[src/rtl/aurora_rx_block_sync_if.sv]
// Lane-side signals of the Aurora 64b/66b block-sync controller.
// master drives sync headers; slave is the controller.
interface aurora_rx_block_sync_if;
  logic       header_valid_i;
  logic [1:0] header_i;
  logic       gearbox_slip_o;
  logic       serdes_slip_o;
  logic       block_lock_o;
  logic [6:0] slip_count_o;
  logic [7:0] serdes_slip_count_o;
  logic [7:0] lock_loss_count_o;

  modport master (
    output header_valid_i, header_i,
    input  gearbox_slip_o, serdes_slip_o, block_lock_o,
    input  slip_count_o, serdes_slip_count_o, lock_loss_count_o
  );

  modport slave (
    input  header_valid_i, header_i,
    output gearbox_slip_o, serdes_slip_o, block_lock_o,
    output slip_count_o, serdes_slip_count_o, lock_loss_count_o
  );
endinterface

[src/rtl/aurora_rx_block_sync.sv]
// Aurora 64b/66b receive block synchronisation: hunts for header alignment,
// issues gearbox/SERDES slips, and monitors header error rate while locked.
module aurora_rx_block_sync #(
  parameter int unsigned LOCK_COUNT = 32,
  parameter int unsigned ERR_WINDOW = 64,
  parameter int unsigned ERR_MAX    = 16,
  parameter int unsigned SLIP_WAIT  = 16,
  parameter int unsigned GBOX_SLIPS = 66
) (
  input  logic                   clk_rx_i,
  input  logic                   rst_n_i,
  aurora_rx_block_sync_if.slave  lane
);
  localparam int unsigned GW = $clog2(LOCK_COUNT + 1);
  localparam int unsigned WW = $clog2(ERR_WINDOW + 1);
  localparam int unsigned EW = $clog2(ERR_MAX + 1);
  localparam int unsigned TW = $clog2(SLIP_WAIT + 1);

  typedef enum logic [1:0] {S_HUNT, S_SLIP, S_WAIT, S_LOCKED} state_t;

  state_t      r_state, w_state_nxt;
  logic [GW-1:0] r_good_cnt, w_good_cnt_nxt;
  logic [WW-1:0] r_win_cnt,  w_win_cnt_nxt;
  logic [EW-1:0] r_err_cnt,  w_err_cnt_nxt;
  logic [TW-1:0] r_wait_cnt, w_wait_cnt_nxt;
  logic [6:0]  r_slip_cnt, w_slip_cnt_nxt;
  logic [7:0]  r_serdes_cnt, w_serdes_cnt_nxt;
  logic [7:0]  r_loss_cnt, w_loss_cnt_nxt;
  logic        r_lock, w_lock_nxt;
  logic        r_gslip, w_gslip_nxt;
  logic        r_sslip, w_sslip_nxt;
  logic        w_hdr_ok;
  logic        w_go_slip;

  assign w_hdr_ok = lane.header_i[1] ^ lane.header_i[0];

  always_comb begin
    w_state_nxt      = r_state;
    w_good_cnt_nxt   = r_good_cnt;
    w_win_cnt_nxt    = r_win_cnt;
    w_err_cnt_nxt    = r_err_cnt;
    w_wait_cnt_nxt   = r_wait_cnt;
    w_slip_cnt_nxt   = r_slip_cnt;
    w_serdes_cnt_nxt = r_serdes_cnt;
    w_loss_cnt_nxt   = r_loss_cnt;
    w_lock_nxt       = r_lock;
    w_gslip_nxt      = 1'b0;
    w_sslip_nxt      = 1'b0;
    w_go_slip        = 1'b0;

    case (r_state)
      S_HUNT: begin
        if (lane.header_valid_i) begin
          if (w_hdr_ok) begin
            w_good_cnt_nxt = r_good_cnt + GW'(1);
            if (r_good_cnt == GW'(LOCK_COUNT - 1)) begin
              w_state_nxt    = S_LOCKED;
              w_lock_nxt     = 1'b1;
              w_slip_cnt_nxt = '0;
              w_win_cnt_nxt  = '0;
              w_err_cnt_nxt  = '0;
            end
          end else begin
            w_good_cnt_nxt = '0;
            w_go_slip      = 1'b1;
          end
        end
      end
      S_SLIP: begin
        w_state_nxt    = S_WAIT;
        w_wait_cnt_nxt = '0;
      end
      S_WAIT: begin
        if (r_wait_cnt == TW'(SLIP_WAIT - 1)) begin
          w_state_nxt    = S_HUNT;
          w_wait_cnt_nxt = '0;
        end else begin
          w_wait_cnt_nxt = r_wait_cnt + TW'(1);
        end
      end
      S_LOCKED: begin
        if (lane.header_valid_i) begin
          w_win_cnt_nxt = r_win_cnt + WW'(1);
          if (!w_hdr_ok)
            w_err_cnt_nxt = r_err_cnt + EW'(1);
          // lock loss takes priority over the end-of-window clear
          if (!w_hdr_ok && r_err_cnt == EW'(ERR_MAX - 1)) begin
            w_lock_nxt     = 1'b0;
            w_good_cnt_nxt = '0;
            w_go_slip      = 1'b1;
            if (r_loss_cnt != '1)
              w_loss_cnt_nxt = r_loss_cnt + 8'd1;
          end else if (r_win_cnt == WW'(ERR_WINDOW - 1)) begin
            w_win_cnt_nxt = '0;
            w_err_cnt_nxt = '0;
          end
        end
      end
      default: w_state_nxt = S_HUNT;
    endcase

    // slip decision is registered on entry to SLIP so the pulse occupies the SLIP cycle
    if (w_go_slip) begin
      w_state_nxt = S_SLIP;
      if (r_slip_cnt == 7'(GBOX_SLIPS - 1)) begin
        w_sslip_nxt    = 1'b1;
        w_slip_cnt_nxt = '0;
        if (r_serdes_cnt != '1)
          w_serdes_cnt_nxt = r_serdes_cnt + 8'd1;
      end else begin
        w_gslip_nxt    = 1'b1;
        w_slip_cnt_nxt = r_slip_cnt + 7'd1;
      end
    end
  end

  always_ff @(posedge clk_rx_i or negedge rst_n_i) begin
    if (!rst_n_i) begin
      r_state      <= S_HUNT;
      r_good_cnt   <= '0;
      r_win_cnt    <= '0;
      r_err_cnt    <= '0;
      r_wait_cnt   <= '0;
      r_slip_cnt   <= '0;
      r_serdes_cnt <= '0;
      r_loss_cnt   <= '0;
      r_lock       <= 1'b0;
      r_gslip      <= 1'b0;
      r_sslip      <= 1'b0;
    end else begin
      r_state      <= w_state_nxt;
      r_good_cnt   <= w_good_cnt_nxt;
      r_win_cnt    <= w_win_cnt_nxt;
      r_err_cnt    <= w_err_cnt_nxt;
      r_wait_cnt   <= w_wait_cnt_nxt;
      r_slip_cnt   <= w_slip_cnt_nxt;
      r_serdes_cnt <= w_serdes_cnt_nxt;
      r_loss_cnt   <= w_loss_cnt_nxt;
      r_lock       <= w_lock_nxt;
      r_gslip      <= w_gslip_nxt;
      r_sslip      <= w_sslip_nxt;
    end
  end

  assign lane.gearbox_slip_o      = r_gslip;
  assign lane.serdes_slip_o       = r_sslip;
  assign lane.block_lock_o        = r_lock;
  assign lane.slip_count_o        = r_slip_cnt;
  assign lane.serdes_slip_count_o = r_serdes_cnt;
  assign lane.lock_loss_count_o   = r_loss_cnt;
endmodule

[src/flat_wrapper.sv]
// flat-port wrapper written by rule: the top's interface ports become plain ports
module aurora_rx_block_sync_flat 
#(
  parameter int unsigned LOCK_COUNT = 32,
  parameter int unsigned ERR_WINDOW = 64,
  parameter int unsigned ERR_MAX    = 16,
  parameter int unsigned SLIP_WAIT  = 16,
  parameter int unsigned GBOX_SLIPS = 66
)
  (clk_rx_i, rst_n_i, lane_header_valid_i, lane_header_i, lane_gearbox_slip_o, lane_serdes_slip_o, lane_block_lock_o, lane_slip_count_o, lane_serdes_slip_count_o, lane_lock_loss_count_o);
  aurora_rx_block_sync_if lane_i ();
  input  logic clk_rx_i;
  input  logic rst_n_i;
  input wire logic [$bits(lane_i.header_valid_i)-1:0] lane_header_valid_i;
  input wire logic [$bits(lane_i.header_i)-1:0] lane_header_i;
  output wire logic [$bits(lane_i.gearbox_slip_o)-1:0] lane_gearbox_slip_o;
  output wire logic [$bits(lane_i.serdes_slip_o)-1:0] lane_serdes_slip_o;
  output wire logic [$bits(lane_i.block_lock_o)-1:0] lane_block_lock_o;
  output wire logic [$bits(lane_i.slip_count_o)-1:0] lane_slip_count_o;
  output wire logic [$bits(lane_i.serdes_slip_count_o)-1:0] lane_serdes_slip_count_o;
  output wire logic [$bits(lane_i.lock_loss_count_o)-1:0] lane_lock_loss_count_o;
  assign lane_i.header_valid_i = lane_header_valid_i;
  assign lane_i.header_i = lane_header_i;
  assign lane_gearbox_slip_o = lane_i.gearbox_slip_o;
  assign lane_serdes_slip_o = lane_i.serdes_slip_o;
  assign lane_block_lock_o = lane_i.block_lock_o;
  assign lane_slip_count_o = lane_i.slip_count_o;
  assign lane_serdes_slip_count_o = lane_i.serdes_slip_count_o;
  assign lane_lock_loss_count_o = lane_i.lock_loss_count_o;
  aurora_rx_block_sync #(.LOCK_COUNT(LOCK_COUNT), .ERR_WINDOW(ERR_WINDOW), .ERR_MAX(ERR_MAX), .SLIP_WAIT(SLIP_WAIT), .GBOX_SLIPS(GBOX_SLIPS)) u_core (.clk_rx_i(clk_rx_i), .rst_n_i(rst_n_i), .lane(lane_i));
endmodule
[config.mk]
export PLATFORM = sky130hd
export DESIGN_NAME = aurora_rx_block_sync_flat
export DESIGN_NICKNAME = d
export VERILOG_FILES = /design/src/rtl/aurora_rx_block_sync_if.sv /design/src/rtl/aurora_rx_block_sync.sv /design/src/flat_wrapper.sv
export SDC_FILE = /design/constraint.sdc
export NUM_CORES = 1
export LEC_CHECK = 0
export ABC_AREA = 1
export BUFFER_PORTS_ARGS = -buffer_cell sky130_fd_sc_hd__buf_2
export CAP_MARGIN = 20
export CORE_MARGIN = 3
export CORE_UTILIZATION = 55
export CTS_CLUSTER_SIZE = 14
export DETAILED_ROUTE_END_ITERATION = 6
export GPL_ROUTABILITY_DRIVEN = 1
export GPL_TIMING_DRIVEN = 0
export PLACE_DENSITY = 0.84
export SETUP_SLACK_MARGIN = 0.02
export SLEW_MARGIN = 20
export SYNTH_ARGS = -nofsm -noshare
export SYNTH_HDL_FRONTEND = slang
export SYNTH_SLANG_ARGS = --single-unit
[constraint.sdc]
create_clock -name clk_rx_i -period 2.29 [get_ports clk_rx_i]
set_clock_uncertainty 0.1 [all_clocks]
set_input_delay 0.458 -clock clk_rx_i [delete_from_list [all_inputs] [get_ports clk_rx_i]]
set_output_delay 0.458 -clock clk_rx_i [all_outputs]
set_load 0.05 [all_outputs]
==> flow_metrics.tcl, run 1 <==
set metrics [dict create \
    synth_top_area_share_pct 44.17 \
    final-instance-count-excl-fill 459 \
    clk_pin_slew_ns 0.10 \
    fillerInstances 414 \
    final_net_count 409 \
    clk_path_buf_depth 2 \
    yosys_register_bits 51 \
    cts_repair_resize_count 0 \
    postSynthAreaPerCell_um2 8.161 \
    criticalPathCategory "reg2reg" \
    grt_setup_unrepaired "no" \
    yosysWarningCount 0 \
    rows 25 \
    route.vias.total 2362 \
    design.die.area_um2 6158 \
    post_cts.repair.setup_buffers 0 \
    global_route.overflow_total 0 \
    final_max_slew_viol_count 0 \
    synth_seq_area_share_pct 44.17 \
    synth_enable_flop_cells 0 \
    post_drt_wl_per_cell_um 11.25 \
    die_width_um 78.48 \
    crit_arrival_ns 2.09 \
    grt_pass1_vias 2294 \
    dpl.hpwl_um 3893 \
    timing.rr.start "u_core.r_err_cnt[0]$_DFFE_PN0P_" \
    crit-reg2reg-capture "u_core.r_state[1]$_DFFE_PN0P_" \
    top_count_cell_post_synth "sky130_fd_sc_hd__nand2_1" \
    ctsHtreeMaxLevel 2 \
    commonest_cells_in_the_netlist "92 x sky130_fd_sc_hd__nand2_1, 51 x sky130_fd_sc_hd__dfrtp_1, 43 x sky130_fd_sc_hd__inv_1, 29 x sky130_fd_sc_hd__nor2_1, 25 x sky130_fd_sc_hd__o21ai_0" \
    cts_sinks 51 \
    netlist-cell-type-count 35 \
    power.static_leakage_uw 0.001662 \
    layout-drive-gt1-share_pct 16.07 \
    placed_cells 451 \
    worstPathRequired_ns 2.45 \
    setup_total_negative_slack_ns 0 \
    die_h_um 78.48 \
    grt_max_degree 52 \
    tritoncts "done" \
    worst_setup_path_start_kind "flop" \
    clk-insertion-delay-late_ns 0.31 \
    synthToLayoutAreaGrowth_pct 11.61 \
    relSlewSlack_pct 58.36 \
    rrSetupSlack_ns 0.35 \
    synth.largest_area_cell "sky130_fd_sc_hd__dfrtp_1" \
    postCtsHoldBufs 0 \
    initial_core_util_pct 58.83 \
    clock.fmax_ghz 0.5162 \
    portion_of_the_clock_cycle_consumed_by_the_worst_path_in_the_final_layout_pct 84.60 \
    synth.net_count 372 \
    power.density_cell_area_nw_per_um2 973.5 \
    r2r_depth 10 \
    post_drt_via_cell_ratio 5.146 \
    detail_route.first_pass.iterations 4 \
    io_pins 31 \
    critical_path.endpoint_type "flop" \
    globalplace.congestion 0.8377 \
    synthesis.instances 354 \
    core-area_um2 4911 \
    final_period_minus_worst_setup_slack_ns 1.937 \
    number_of_diodes 0 \
    setup_viol 0 \
    worst_slew_pin_slew_ns 0.6246 \
    postSynth.asyncResetShare_pct 100.0 \
    worstHoldPathType "in2async" \
    result_of_the_run "complete, no violations" \
    number_of_antenna_violations_at_the_first_check_in_global_routing 0 \
    global_route_wire_length_before_repair_um 9632 \
    clock-root-buffer "sky130_fd_sc_hd__clkbuf_8" \
    route.detailed.drc 0 \
    mappedNetlistArea_um2 2889 \
    worstSetupStartpoint "u_core.r_err_cnt[0]$_DFFE_PN0P_" \
    total_power_uw 3139 \
    ranking_of_synthesized_cells_by_area "sky130_fd_sc_hd__dfrtp_1 44%, sky130_fd_sc_hd__nand2_1 12%, sky130_fd_sc_hd__ha_1 5.6%" \
    global_route.usage.total_pct 19.06 \
    final_antenna_net_count 0 \
    timing_hold_violations_final 0 \
    worst-path-max-fanout 10 \
    cap_viol_max_count 0 \
    drt_iter0_markers 70 \
    ir_worst_vdd_uv 643.1 \
    numCtsBuffers 5 \
    io_buffers 30 \
    ys.flop_type "sky130_fd_sc_hd__dfrtp_1" \
    totalWireLength_um 5165 \
]
state kept, by name (all words and copies together) (netlist names):
register	flops
u_core.r_win_cnt	7
u_core.lane.serdes_slip_o	1
u_core.r_err_cnt	5
u_core.lane.gearbox_slip_o	1
u_core.lane.lock_loss_count_o	8
u_core.r_wait_cnt	5
u_core.lane.slip_count_o	7
u_core.r_good_cnt	6
u_core.lane.block_lock_o	1
u_core.lane.serdes_slip_count_o	8
u_core.r_state	2
power by group:
group / total, uW / internal, uW / switching, uW
sequential: 1240 / 1070 / 170
combinational: 1350 / 420 / 934
clock: 541 / 247 / 294
through the flow:
stage	area [um2]	hold slack, ns	setup slack, ns	utilization [%]
floorplan	2889	0.06241	0.4216	-
global placement	3123	0.3712	0.3932	63.59
detailed placement	3126	0.3913	0.3670	63.64
CTS	3224	0.07855	0.3513	65.66
global route	3224	0.1119	0.1703	65.66
finish	3224	0.05380	0.3527	65.66
how the worst max path moves through the flow:
stage | cells past startpoint | to | slack, ns
global route | 8 | u_core.lane.slip_count_o[5]$_DFFE_PN0P_ | 0.17
floorplan | 10 | u_core.lane.serdes_slip_count_o[7]$_DFFE_PN0P_ | 0.42
finish | 10 | u_core.r_state[1]$_DFFE_PN0P_ | 0.35
detailed placement | 9 | u_core.r_state[0]$_DFFE_PN0P_ | 0.37
CTS | 8 | u_core.lane.slip_count_o[2]$_DFFE_PN0P_ | 0.35
global placement | 9 | u_core.r_state[0]$_DFFE_PN0P_ | 0.39
per-layer routing:
| layer | share of wire (%) | global-route usage (%) |
|---|---|---|
| met5 | 0 | 0 |
| met3 | 4.2 | 3.326 |
| met1 | 46 | 24.83 |
| met4 | 0.95 | 5.245 |
| met2 | 49 | 32.71 |
critical path, stage by stage (launching register included):
cell	delay, ns
sky130_fd_sc_hd__dfrtp_1	0.42
sky130_fd_sc_hd__ha_1	0.22
sky130_fd_sc_hd__nand2_1	0.08
sky130_fd_sc_hd__nor2_1	0.04
sky130_fd_sc_hd__ha_1	0.23
sky130_fd_sc_hd__o211ai_4	0.34
sky130_fd_sc_hd__buf_6	0.20
sky130_fd_sc_hd__nand2_1	0.07
sky130_fd_sc_hd__inv_1	0.05
sky130_fd_sc_hd__nand4_1	0.07
sky130_fd_sc_hd__nand2_1	0.07
area by class of cell:
type | instances | area (um2) | area share, %
sequential | 51 | 1276 | 39.58
timing repair buffer | 30 | 152.6 | 4.734
inverter | 48 | 180.2 | 5.588
tap | 67 | 83.83 | 2.600
clock buffer | 6 | 82.58 | 2.561
buffer | 4 | 31.28 | 0.9701
clock inverter | 2 | 16.27 | 0.5045
multi-input combinational | 251 | 1401 | 43.46
cells in the final DEF, fill, tap and decap left out, types with 5 or more instances in the layout:
master | Yosys | final
sky130_fd_sc_hd__a21oi_1 | 7 | 7
sky130_fd_sc_hd__buf_2 | 1 | 30
sky130_fd_sc_hd__clkbuf_8 | 0 | 6
sky130_fd_sc_hd__dfrtp_1 | 51 | 51
sky130_fd_sc_hd__ha_1 | 13 | 13
sky130_fd_sc_hd__inv_1 | 43 | 43
sky130_fd_sc_hd__nand2_1 | 92 | 92
sky130_fd_sc_hd__nand3_1 | 21 | 21
sky130_fd_sc_hd__nand4_1 | 10 | 10
sky130_fd_sc_hd__nor2_1 | 29 | 29
sky130_fd_sc_hd__nor3_1 | 6 | 6
sky130_fd_sc_hd__o21ai_0 | 25 | 25
sky130_fd_sc_hd__xnor2_1 | 5 | 5
sky130_fd_sc_hd__xor2_1 | 15 | 15
logic make-up (layout without fill, tap and decap cells):
group / count (synthesis) / after routing / synth area share, %
flops: 51 / 51 / 44.17
simple gates: 174 / 174 / 27.54
xor+xnor: 20 / 20 / 6.063
fa+ha+maj: 13 / 13 / 5.630
compound gates: 44 / 44 / 9.268
buf+inv: 52 / 90 / 7.318
Note: power is estimated with default switching activity, not from simulation.
==> inputs of run 2 (changes only) <==
--- a/config.mk
+++ b/config.mk
@@ -9,12 +9,12 @@
 export BUFFER_PORTS_ARGS = -buffer_cell sky130_fd_sc_hd__buf_2
 export CAP_MARGIN = 20
 export CORE_MARGIN = 3
-export CORE_UTILIZATION = 55
+export CORE_UTILIZATION = 53
 export CTS_CLUSTER_SIZE = 14
 export DETAILED_ROUTE_END_ITERATION = 6
 export GPL_ROUTABILITY_DRIVEN = 1
 export GPL_TIMING_DRIVEN = 0
-export PLACE_DENSITY = 0.84
+export PLACE_DENSITY = 0.85
 export SETUP_SLACK_MARGIN = 0.02
 export SLEW_MARGIN = 20
 export SYNTH_ARGS = -nofsm -noshare
==> constraint.sdc (replaced) <==
create_clock -name clk_rx_i -period 1.7 [get_ports clk_rx_i]
set_clock_uncertainty 0.1 [all_clocks]
set_input_delay 0.34 -clock clk_rx_i [delete_from_list [all_inputs] [get_ports clk_rx_i]]
set_output_delay 0.34 -clock clk_rx_i [all_outputs]
set_load 0.05 [all_outputs]
==> flow_metrics.tcl, run 2 (synthesis results as in run 1) <==
set metrics [dict create \
    power.density_cell_area_nw_per_um2 1286 \
    result_of_the_run "complete, but fails checks" \
    dpl.hpwl_um 3990 \
    initial_core_util_pct 55.50 \
    core-area_um2 5205 \
    fillerInstances 417 \
    number_of_antenna_violations_at_the_first_check_in_global_routing 0 \
    clock.fmax_ghz 0.5333 \
    worst-path-max-fanout 7 \
    worst_slew_pin_slew_ns 0.6353 \
    final_max_slew_viol_count 0 \
    failed_checks "setup timing" \
    detail_route.first_pass.iterations 4 \
    global_route_wire_length_before_repair_um 10230 \
    totalWireLength_um 6045 \
    relSlewSlack_pct 57.65 \
    number_of_diodes 0 \
    final_period_minus_worst_setup_slack_ns 1.875 \
    rows 26 \
    clk_pin_slew_ns 0.09 \
    cap_viol_max_count 0 \
    numCtsBuffers 5 \
    final-seq-area_um2 1284 \
    post_drt_wl_per_cell_um 12.59 \
    die_width_um 79.83 \
    grt_max_degree 52 \
    ir_worst_vdd_uv 769.9 \
    final_net_count 427 \
    final_antenna_net_count 0 \
    io_buffers 30 \
    drt_iter0_markers 46 \
    commonest_non_fill_non_tap_cell_in_the_layout "sky130_fd_sc_hd__nand2_1" \
    worstHoldPathType "in2reg" \
    layout-drive-gt1-share_pct 32.68 \
    cpPeakStageDelay_ns 0.40 \
    global_route.overflow_total 0 \
    clk_path_buf_depth 2 \
    grt_setup_unrepaired "yes" \
    worst_setup_path_start_kind "flop" \
    power.static_leakage_uw 0.001812 \
    timing.critical_path.cells "ha_2 -> nand2_2 -> nor2_2 -> ha_2 -> o211ai_4 -> buf_6 -> nand2_4 -> nand3_2 -> nand2_1 -> nand2_1" \
    clk-insertion-delay-late_ns 0.30 \
    pre_cts_ws_ns -0.2333 \
    route.vias.total 2487 \
    setup_ws_ns -0.1751 \
    io_pins 31 \
    portion_of_the_clock_cycle_consumed_by_the_worst_path_in_the_final_layout_pct 110.3 \
    crit_arrival_ns 2.02 \
    design.die.area_um2 6373 \
    grt_pass1_vias 2402 \
    total_power_uw 4623 \
    ctsHtreeMaxLevel 2 \
    critical_path.endpoint_type "flop" \
    die_h_um 79.83 \
    globalplace.congestion 0.8339 \
    tritoncts "done" \
    post_drt_via_cell_ratio 5.181 \
    path_buf_inv 1 \
    multi_input_area_um2 1609 \
    criticalPathCategory "reg2reg" \
    setup_viol 39 \
    clock-root-buffer "sky130_fd_sc_hd__clkbuf_8" \
    timing_hold_violations_final 0 \
    global_route.usage.total_pct 19.86 \
    timing.critical_path.slowest_stage_cell "sky130_fd_sc_hd__dfrtp_1" \
    synthToLayoutAreaGrowth_pct 24.43 \
    path_delay_family "flip-flops" \
    worstPathRequired_ns 1.85 \
    cts_sinks 51 \
    route.detailed.drc 0 \
    final_util_pct 69.06 \
    most-common-layout-cells "74 x sky130_fd_sc_hd__nand2_1, 45 x sky130_fd_sc_hd__dfrtp_1, 37 x sky130_fd_sc_hd__inv_1" \
]
run 2: metrics by stage:
| stage | instance area (um2) | std cells | TNS [ns] | hold WS (ns) |
|---|---|---|---|---|
| 6_report | 3595 | 480 | -3.338 | 0.3839 |
| 5_1_grt | 3595 | 480 | -6.938 | 0.4048 |
| 4_1_cts | 3418 | 475 | -1.184 | 0.3751 |
| 3_5_place_dp | 3168 | 454 | -3.939 | 0.3056 |
| 3_3_place_gp | 3166 | 454 | -2.428 | 0.3712 |
| 2_1_floorplan | 2928 | 354 | -0.07370 | -0.05559 |
run 2: worst paths after layout:
path                                                      start  cells past startpoint                                           end  slack [ns]
worst min-delay path                        lane_header_valid_i                      4               u_core.r_win_cnt[6]$_DFFE_PN0P_        0.38
min in group asynchronous                               rst_n_i                      2          u_core.lane.gearbox_slip_o$_DFF_PN0_        0.48
worst max-delay path            u_core.r_err_cnt[0]$_DFFE_PN0P_                     10                 u_core.r_state[1]$_DFFE_PN0P_       -0.18
max in group asynchronous                               rst_n_i                      2  u_core.lane.lock_loss_count_o[1]$_DFFE_PN0P_        0.54
worst max register to register  u_core.r_err_cnt[0]$_DFFE_PN0P_                     10                 u_core.r_state[1]$_DFFE_PN0P_       -0.18
worst min register to register  u_core.r_win_cnt[6]$_DFFE_PN0P_                      2               u_core.r_win_cnt[6]$_DFFE_PN0P_        0.39
run 2: per-layer routing:
metal / track usage (%) / wire (um) / up-vias
met5: 0 / 0 / -
met4: 7.601 / 86 / 0
met3: 3.273 / 195 / 9
met2: 34.97 / 3102 / 41
met1: 24.24 / 2660 / 1190
li1: - / - / 1247
run 2: layout make-up:
type,instances,area share (%)
clock inverter,1,0.1392
multi-input combinational,251,44.76
sequential,51,35.71
buffer,3,0.8354
inverter,48,5.082
clock buffer,7,2.123
tap,70,2.436
timing repair buffer,49,8.911
run 2: worst min-delay path, cell delays in order:
cell and delay, ns:
sky130_fd_sc_hd__buf_2 0.11, sky130_fd_sc_hd__nand4_1 0.12, sky130_fd_sc_hd__nand3b_1 0.12, sky130_fd_sc_hd__nand2_1 0.05
run 2: power by group:
group	total, uW	switching, uW	leakage, uW	internal, uW
logic	2250	1440	0.00110	807
clock network	675	385	0.0000422	290
registers	1700	243	0.000666	1450
total	4620	2070	0.00181	2550
run 2: what timing repair did:
| item | in CTS | in global routing |
|---|---|---|
| setup endpoints to repair | 39 | 45 |
| endpoints found under the hold margin | 51 | 0 |
| pin swaps | 17 | 13 |
| gates resized for setup | 32 | 40 |
| hold buffers | 1 | 0 |
| setup buffers | 11 | 5 |
| cloned | 2 | 0 |
